===== src/rtl/instruction_decode.sv =====
// rtl/instruction_decode.sv - RV32I decode stage, one-cycle latency, stall/flush aware
// Optional build macro: DECODE_ILLEGAL_CHECK_EN (adds illegal-instruction detection on d_o_illegal)
module instruction_decode #(
  parameter int IWIDTH     = 32,
  parameter int PC_WIDTH   = 32,
  parameter int DWIDTH     = 32,
  parameter int REG_AWIDTH = 5
) (
  input  logic                  d_clk,
  input  logic                  d_rst,
  input  logic [IWIDTH-1:0]     d_i_instr,
  input  logic [PC_WIDTH-1:0]   d_i_pc,
  input  logic                  d_i_ce,
  input  logic                  d_i_stall,
  input  logic                  d_i_flush,
  output logic                  d_o_stall,
  output logic                  d_o_ce,
  output logic [PC_WIDTH-1:0]   d_o_pc,
  output logic [IWIDTH-1:0]     d_o_instr,
  output logic [REG_AWIDTH-1:0] d_o_rs1_addr,
  output logic [REG_AWIDTH-1:0] d_o_rs2_addr,
  output logic [REG_AWIDTH-1:0] d_o_rd_addr,
  output logic [DWIDTH-1:0]     d_o_imm,
  output logic [2:0]            d_o_funct3,
  output logic                  d_o_funct7_b5,
  output logic [10:0]           d_o_opcode,
  output logic                  d_o_illegal
);

  localparam logic [6:0] OP_RTYPE  = 7'b0110011;
  localparam logic [6:0] OP_ITYPE  = 7'b0010011;
  localparam logic [6:0] OP_LOAD   = 7'b0000011;
  localparam logic [6:0] OP_STORE  = 7'b0100011;
  localparam logic [6:0] OP_BRANCH = 7'b1100011;
  localparam logic [6:0] OP_JAL    = 7'b1101111;
  localparam logic [6:0] OP_JALR   = 7'b1100111;
  localparam logic [6:0] OP_LUI    = 7'b0110111;
  localparam logic [6:0] OP_AUIPC  = 7'b0010111;
  localparam logic [6:0] OP_SYSTEM = 7'b1110011;
  localparam logic [6:0] OP_FENCE  = 7'b0001111;

  logic [31:0]       instr;
  logic [10:0]       opc_c;
  logic [DWIDTH-1:0] imm_c;
  logic [4:0]        rs1_c;
  logic [4:0]        rs2_c;
  logic [4:0]        rd_c;

  assign instr     = d_i_instr[31:0];
  assign d_o_stall = d_i_stall;

  // Combinational field decode of the incoming instruction
  always_comb begin
    opc_c = '0;
    imm_c = '0;
    rs1_c = instr[19:15];
    rs2_c = '0;
    rd_c  = instr[11:7];
    case (instr[6:0])
      OP_RTYPE: begin
        opc_c[0] = 1'b1;
        rs2_c    = instr[24:20];
      end
      OP_ITYPE: begin
        opc_c[1]     = 1'b1;
        imm_c        = {DWIDTH{instr[31]}};
        imm_c[11:0]  = instr[31:20];
      end
      OP_LOAD: begin
        opc_c[2]     = 1'b1;
        imm_c        = {DWIDTH{instr[31]}};
        imm_c[11:0]  = instr[31:20];
      end
      OP_STORE: begin
        opc_c[3]     = 1'b1;
        imm_c        = {DWIDTH{instr[31]}};
        imm_c[11:0]  = {instr[31:25], instr[11:7]};
        rs2_c        = instr[24:20];
        rd_c         = '0;
      end
      OP_BRANCH: begin
        opc_c[4]     = 1'b1;
        imm_c        = {DWIDTH{instr[31]}};
        imm_c[12:0]  = {instr[31], instr[7], instr[30:25], instr[11:8], 1'b0};
        rs2_c        = instr[24:20];
        rd_c         = '0;
      end
      OP_JAL: begin
        opc_c[5]     = 1'b1;
        imm_c        = {DWIDTH{instr[31]}};
        imm_c[20:0]  = {instr[31], instr[19:12], instr[20], instr[30:21], 1'b0};
        rs1_c        = '0;
      end
      OP_JALR: begin
        opc_c[6]     = 1'b1;
        imm_c        = {DWIDTH{instr[31]}};
        imm_c[11:0]  = instr[31:20];
      end
      OP_LUI: begin
        opc_c[7]     = 1'b1;
        imm_c        = {DWIDTH{instr[31]}};
        imm_c[31:0]  = {instr[31:12], 12'b0};
        rs1_c        = '0;
      end
      OP_AUIPC: begin
        opc_c[8]     = 1'b1;
        imm_c        = {DWIDTH{instr[31]}};
        imm_c[31:0]  = {instr[31:12], 12'b0};
        rs1_c        = '0;
      end
      OP_SYSTEM: begin
        opc_c[9]     = 1'b1;
        imm_c        = {DWIDTH{instr[31]}};
        imm_c[11:0]  = instr[31:20];
      end
      OP_FENCE: begin
        opc_c[10]    = 1'b1;
        rs1_c        = '0;
        rd_c         = '0;
      end
      default: ;
    endcase
  end

  // Pipeline register: reset > flush > stall > capture > bubble
  always_ff @(posedge d_clk) begin
    if (!d_rst) begin
      d_o_ce        <= 1'b0;
      d_o_pc        <= '0;
      d_o_instr     <= '0;
      d_o_rs1_addr  <= '0;
      d_o_rs2_addr  <= '0;
      d_o_rd_addr   <= '0;
      d_o_imm       <= '0;
      d_o_funct3    <= '0;
      d_o_funct7_b5 <= 1'b0;
      d_o_opcode    <= '0;
    end else if (d_i_flush) begin
      d_o_ce <= 1'b0;
    end else if (d_i_stall) begin
      d_o_ce <= d_o_ce;
    end else if (d_i_ce) begin
      d_o_ce        <= 1'b1;
      d_o_pc        <= d_i_pc;
      d_o_instr     <= d_i_instr;
      d_o_rs1_addr  <= REG_AWIDTH'(rs1_c);
      d_o_rs2_addr  <= REG_AWIDTH'(rs2_c);
      d_o_rd_addr   <= REG_AWIDTH'(rd_c);
      d_o_imm       <= imm_c;
      d_o_funct3    <= instr[14:12];
      d_o_funct7_b5 <= instr[30];
      d_o_opcode    <= opc_c;
    end else begin
      d_o_ce <= 1'b0;
    end
  end

`ifdef DECODE_ILLEGAL_CHECK_EN
  logic illegal_c;

  // Flag unmapped opcodes and reserved funct7/funct3 combinations
  always_comb begin
    illegal_c = 1'b0;
    if (opc_c == '0 || instr[1:0] != 2'b11)
      illegal_c = 1'b1;
    if (opc_c[0]) begin
      if (instr[31:25] != 7'b0000000 && instr[31:25] != 7'b0100000)
        illegal_c = 1'b1;
      if (instr[31:25] == 7'b0100000 && instr[14:12] != 3'b000 && instr[14:12] != 3'b101)
        illegal_c = 1'b1;
    end
    if (opc_c[1]) begin
      if (instr[14:12] == 3'b001 && instr[31:25] != 7'b0000000)
        illegal_c = 1'b1;
      if (instr[14:12] == 3'b101 && instr[31:25] != 7'b0000000 && instr[31:25] != 7'b0100000)
        illegal_c = 1'b1;
    end
  end

  // Illegal flag follows the data path but is cleared by flush
  always_ff @(posedge d_clk) begin
    if (!d_rst)
      d_o_illegal <= 1'b0;
    else if (d_i_flush)
      d_o_illegal <= 1'b0;
    else if (!d_i_stall && d_i_ce)
      d_o_illegal <= illegal_c;
  end
`else
  assign d_o_illegal = 1'b0;
`endif

endmodule


===== config.mk =====
export PLATFORM = sky130hd
export DESIGN_NAME = instruction_decode
export DESIGN_NICKNAME = d
export VERILOG_FILES = /design/src/rtl/instruction_decode.sv
export SDC_FILE = /design/constraint.sdc
export NUM_CORES = 1
export LEC_CHECK = 0
export CAP_MARGIN = 25
export CORE_MARGIN = 2
export CORE_UTILIZATION = 46
export CTS_CLUSTER_DIAMETER = 120
export DETAILED_ROUTE_END_ITERATION = 10
export PLACE_DENSITY = 0.94
export SYNTH_ARGS = -nofsm -noshare
export SYNTH_HDL_FRONTEND = slang
export SYNTH_SLANG_ARGS = --single-unit

===== constraint.sdc =====
create_clock -name d_clk -period 2.37 [get_ports d_clk]
set_input_delay 0.3555 -clock d_clk [delete_from_list [all_inputs] [get_ports d_clk]]
set_output_delay 0.3555 -clock d_clk [all_outputs]
set_load 0.02 [all_outputs]

Word level (Yosys, flattened, before mapping)
Index checks and enable logic that the tools add are counted.

Logic and storage cells: 47. Flip-flop bits (word level): 127. Output and inout port bits: 129.

Equality and inequality tests: 11. Bitwise gates (word level): 3. Reduce and logical (&&, ||, !) cells: 7. Muxes and demuxes: 16.

Operators by type and width (count): 32-bit one-hot mux with 5 select lines (1); 7-bit == test (second input constant) (4); 7-bit by 6-bit == test with 1-bit output (second input constant) (3); 5-bit 2-to-1 mux (3); 7-bit by 5-bit == test with 1-bit output (second input constant) (2); 1-bit 2-to-1 mux (12); 4-bit OR reduction (2); 7-bit by 2-bit == test with 1-bit output (second input constant) (1); 7-bit by 4-bit == test with 1-bit output (second input constant) (1); 3-bit OR reduction (2); 2-bit OR reduction (2); 1-bit NOT (3); 3-bit AND reduction (1).

Depth between registers and ports, before layout
Depth in word-level cells: 3. Mapped depth: 6. Mapped depth without buffers: 4.

Least setup slack after synthesis
OpenSTA, ideal clock, no wires.

Path type: input to register. Start: in d_i_stall. End: reg d_o_imm[21]. Setup time: 122 ps. Arrival: 1395 ps. Cell stages on the path: 5. Path slack: 853 ps. Required time: 2248 ps. Path through: or3b_4 -> buf_2 -> a221oi_2 -> buf_2 -> a21oi_1.

Word-level cells in the longest chain between the ends: 2.

RTL lines: from (decl) (line 14) `input logic d_i_stall,`; 1-bit NOT (no source line); 3-bit AND reduction (no source line); to (signal assigned) (line 149) `d_o_imm <= imm_c;`; to (decl) (line 23) `output logic [DWIDTH-1:0] d_o_imm,`.

Every way passes these cells. A chain may end at the register's enable or synchronous reset.

Worst setup path in the final report
Start: in d_i_stall. End: out d_o_stall.

RTL lines: to (decl) (line 16) `output logic d_o_stall,`.

No word-level cell between the ends.

==> flow_metrics.env <==
export IMPL_power_density_nw_per_um2=701.2
export IMPL_grt_pass1_vias=4812
export IMPL_maxCapViolCount=0
export IMPL_hold_viol_final=0
export IMPL_ys_seq_area_share_pct=51.87
export IMPL_fin_ws_ns=0.4231
export IMPL_ant_nets=0
export IMPL_core_area_sq_um=10180
export IMPL_grt_overflow=0
export IMPL_io_pins=198
export IMPL_stdcell_area_sq_um=7402
export IMPL_ys_types=43
export IMPL_area_growth_pct=55.93
export IMPL_cts_root_buf="clkbuf_8"
export IMPL_wirelength_mm=15.47
export IMPL_drive_gt1_share_pct=7.370
export IMPL_n_antenna_cell=0
export IMPL_dieWidth_microns=105.6
export IMPL_ctsResizeCount=0
export IMPL_port_buffer_count=196
export IMPL_postCtsSetupBuffers=0
export IMPL_h_tree_depth=4
export IMPL_fin_nets=843
export IMPL_ys_seq_elements=123
export IMPL_dieArea_sq_um=11150
export IMPL_hpwl_mm=10.94
export IMPL_place_area_sq_um=6832
export IMPL_fillerInstances=751
export IMPL_tritoncts="built"
export IMPL_rsz0062_at_grt="no"
export IMPL_final_common_cell="clkdlybuf4s50_1"
export IMPL_period_share_pct=82.15
export IMPL_drt_pass1_iterations=5
export IMPL_syn_num_nets=657
export IMPL_grt_pass1_wl_mm=23.80
export IMPL_initial_core_util_pct=46.61
export IMPL_tightest_slew_ns=0.7917
export IMPL_crit_slowest_cell="clkdlybuf4s50_1"
export IMPL_required_ns=2.01
export IMPL_drtIter0Drc=411
export IMPL_setup_viol_count_final=0
export IMPL_avgRoutedWirePerCell_microns=16.76
export IMPL_cts_clk_slew_worst_paths_ns=0.06
export IMPL_viasPerCell=5.419
export IMPL_path_class="input port to output port"
export IMPL_final_cell_mix="196 x clkdlybuf4s50_1, 170 x nand2_1, 123 x dfxtp_1, 94 x a21oi_1"
export IMPL_clkLatencyLatePin_ns=0.50
export IMPL_synth_cells=588
export IMPL_slew_limit_headroom_pct=47.22
export IMPL_slew_violations=0
export IMPL_dominantRegCellSynth="dfxtp_1"
export IMPL_setup_tns_ns=0
export IMPL_ir_drop_uv=403.7
export IMPL_num_vias=5002
export IMPL_slowest_delay_ns=0.60
export IMPL_fp_row_count=37
export IMPL_post_route_min_period_ns=1.947
export IMPL_synth_edf_count=0
export IMPL_grtUsageTotal_pct=27.09
export IMPL_holdCritPathClass="input port to flip-flop"
export IMPL_antenna_found_initial=0
export IMPL_critPathMaxFanout=3
export IMPL_place_gp_congestion=0.9171
export IMPL_avgSynthCellArea_sq_um=8.073
export IMPL_max_freq_mhz=513.6
export IMPL_drc=0
export IMPL_status="completed"
export IMPL_place_ws_ns=0.03757
export IMPL_synthArstFlopShare_pct=0
export IMPL_cts_made_buffers=17
export IMPL_holdWs_ns=0.3971
export IMPL_yosysWarnings=0
export IMPL_fin_util_pct=72.68
export IMPL_cp_cell_sequence="clkdlybuf4s50_1, buf_4, clkdlybuf4s50_1"
export IMPL_cts_buffer_depth=2
export IMPL_final_setup_skew_ns=0
export IMPL_grt_max_degree=97
export IMPL_die_h_microns=105.6
export IMPL_p_leak_nw=2.609
export IMPL_critPathLaunchType="input port"
export IMPL_end_kind="output port"
export IMPL_holdBufCountCts=0
export IMPL_netlist_area_sq_um=4747
export IMPL_cp_data_arrival_time_ns=1.59
export IMPL_cpMostUsedCell="clkdlybuf4s50_1"
export IMPL_clock_sinks=123
==> final timing paths <==
kind,startpoint,end,slack [ns],cells past startpoint
worst max-delay path,d_i_stall,d_o_stall,0.42,3
worst min-delay path,d_i_pc[1],d_o_pc[1],0.40,3
worst max register to register,d_o_imm[20],d_o_imm[20],1.48,2
worst min register to register,d_o_rd_addr[4],d_o_rd_addr[4],0.45,2
==> where the power goes <==
group | internal, mW | switching, mW | total, mW | leakage, nW
clock | 1.60 | 0.855 | 2.45 | 0.288
combinational | 0.273 | 0.308 | 0.581 | 1.32
sequential | 2.13 | 0.0318 | 2.16 | 0.998
==> cells in the mapped netlist (3+ instances only) <==
cell,n,area (sq um)
nor4_1,5,31.28
dfxtp_1,123,2462
mux2i_1,3,30.03
buf_2,18,90.09
a22o_1,5,43.79
a211oi_1,3,22.52
nand3b_1,3,22.52
nor2_1,21,78.83
inv_1,8,30.03
o31ai_1,7,52.55
nor3_1,3,15.01
nand2_1,170,638.1
a21oi_1,94,470.5
buf_4,6,45.04
nand2b_1,3,18.77
a31oi_1,14,87.58
nand3_1,21,105.1
clkbuf_1,25,93.84
o21ai_0,21,105.1
a22oi_1,7,52.55
==> area by class of cell <==
type | count | area (sq um) | area share (%)
Sequential cell | 123 | 2462 | 33.27
Timing Repair Buffer | 216 | 2137 | 28.87
Multi-Input combinational cell | 407 | 2028 | 27.40
Clock buffer | 24 | 480.5 | 6.491
Tap cell | 136 | 170.2 | 2.299
Clock inverter | 8 | 90.09 | 1.217
Inverter | 9 | 33.78 | 0.4564
==> kinds of logic (layout without fill, tap and decap cells) <==
kind of cell / count (synthesis) / count (layout) / share of synthesized area [%]
flops: 123 / 123 / 51.87
compound gates: 160 / 160 / 19.61
simple gates: 241 / 241 / 21.90
other cells: 1 / 1 / 0.07900
buf+inv: 58 / 257 / 5.535
mux: 3 / 3 / 0.6326
xor+xnor: 2 / 2 / 0.3691
==> through the flow <==
step	std cells	power, mW
2_1_floorplan	588	2.455
3_3_place_gp	891	2.754
3_5_place_dp	891	2.773
4_1_cts	923	5.217
5_1_grt	923	5.360
6_report	923	5.190
==> sequential cells by signal (all words and copies together) (netlist names) <==
register      cells
d_o_instr        32
d_o_rs2_addr      5
d_o_pc           32
d_o_imm          32
d_o_ce            1
d_o_rd_addr       5
d_o_rs1_addr      5
d_o_opcode       11
==> critical path, delay by kind of cell <==
kind / cells / cell delay, ns
buffers and inverters: 3 / 1.24
==> routing by layer <==
| layer | global-route usage, % | vias up | share of wire (%) |
|---|---|---|---|
| met4 | 15.41 | 0 | 4.4 |
| li1 | - | 2364 | - |
| met1 | 30.65 | 2329 | 38 |
| met5 | 0 | - | 0 |
| met2 | 46.91 | 255 | 51 |
| met3 | 6.061 | 54 | 6.5 |
No activity file was read; power rests on OpenSTA's default activity.
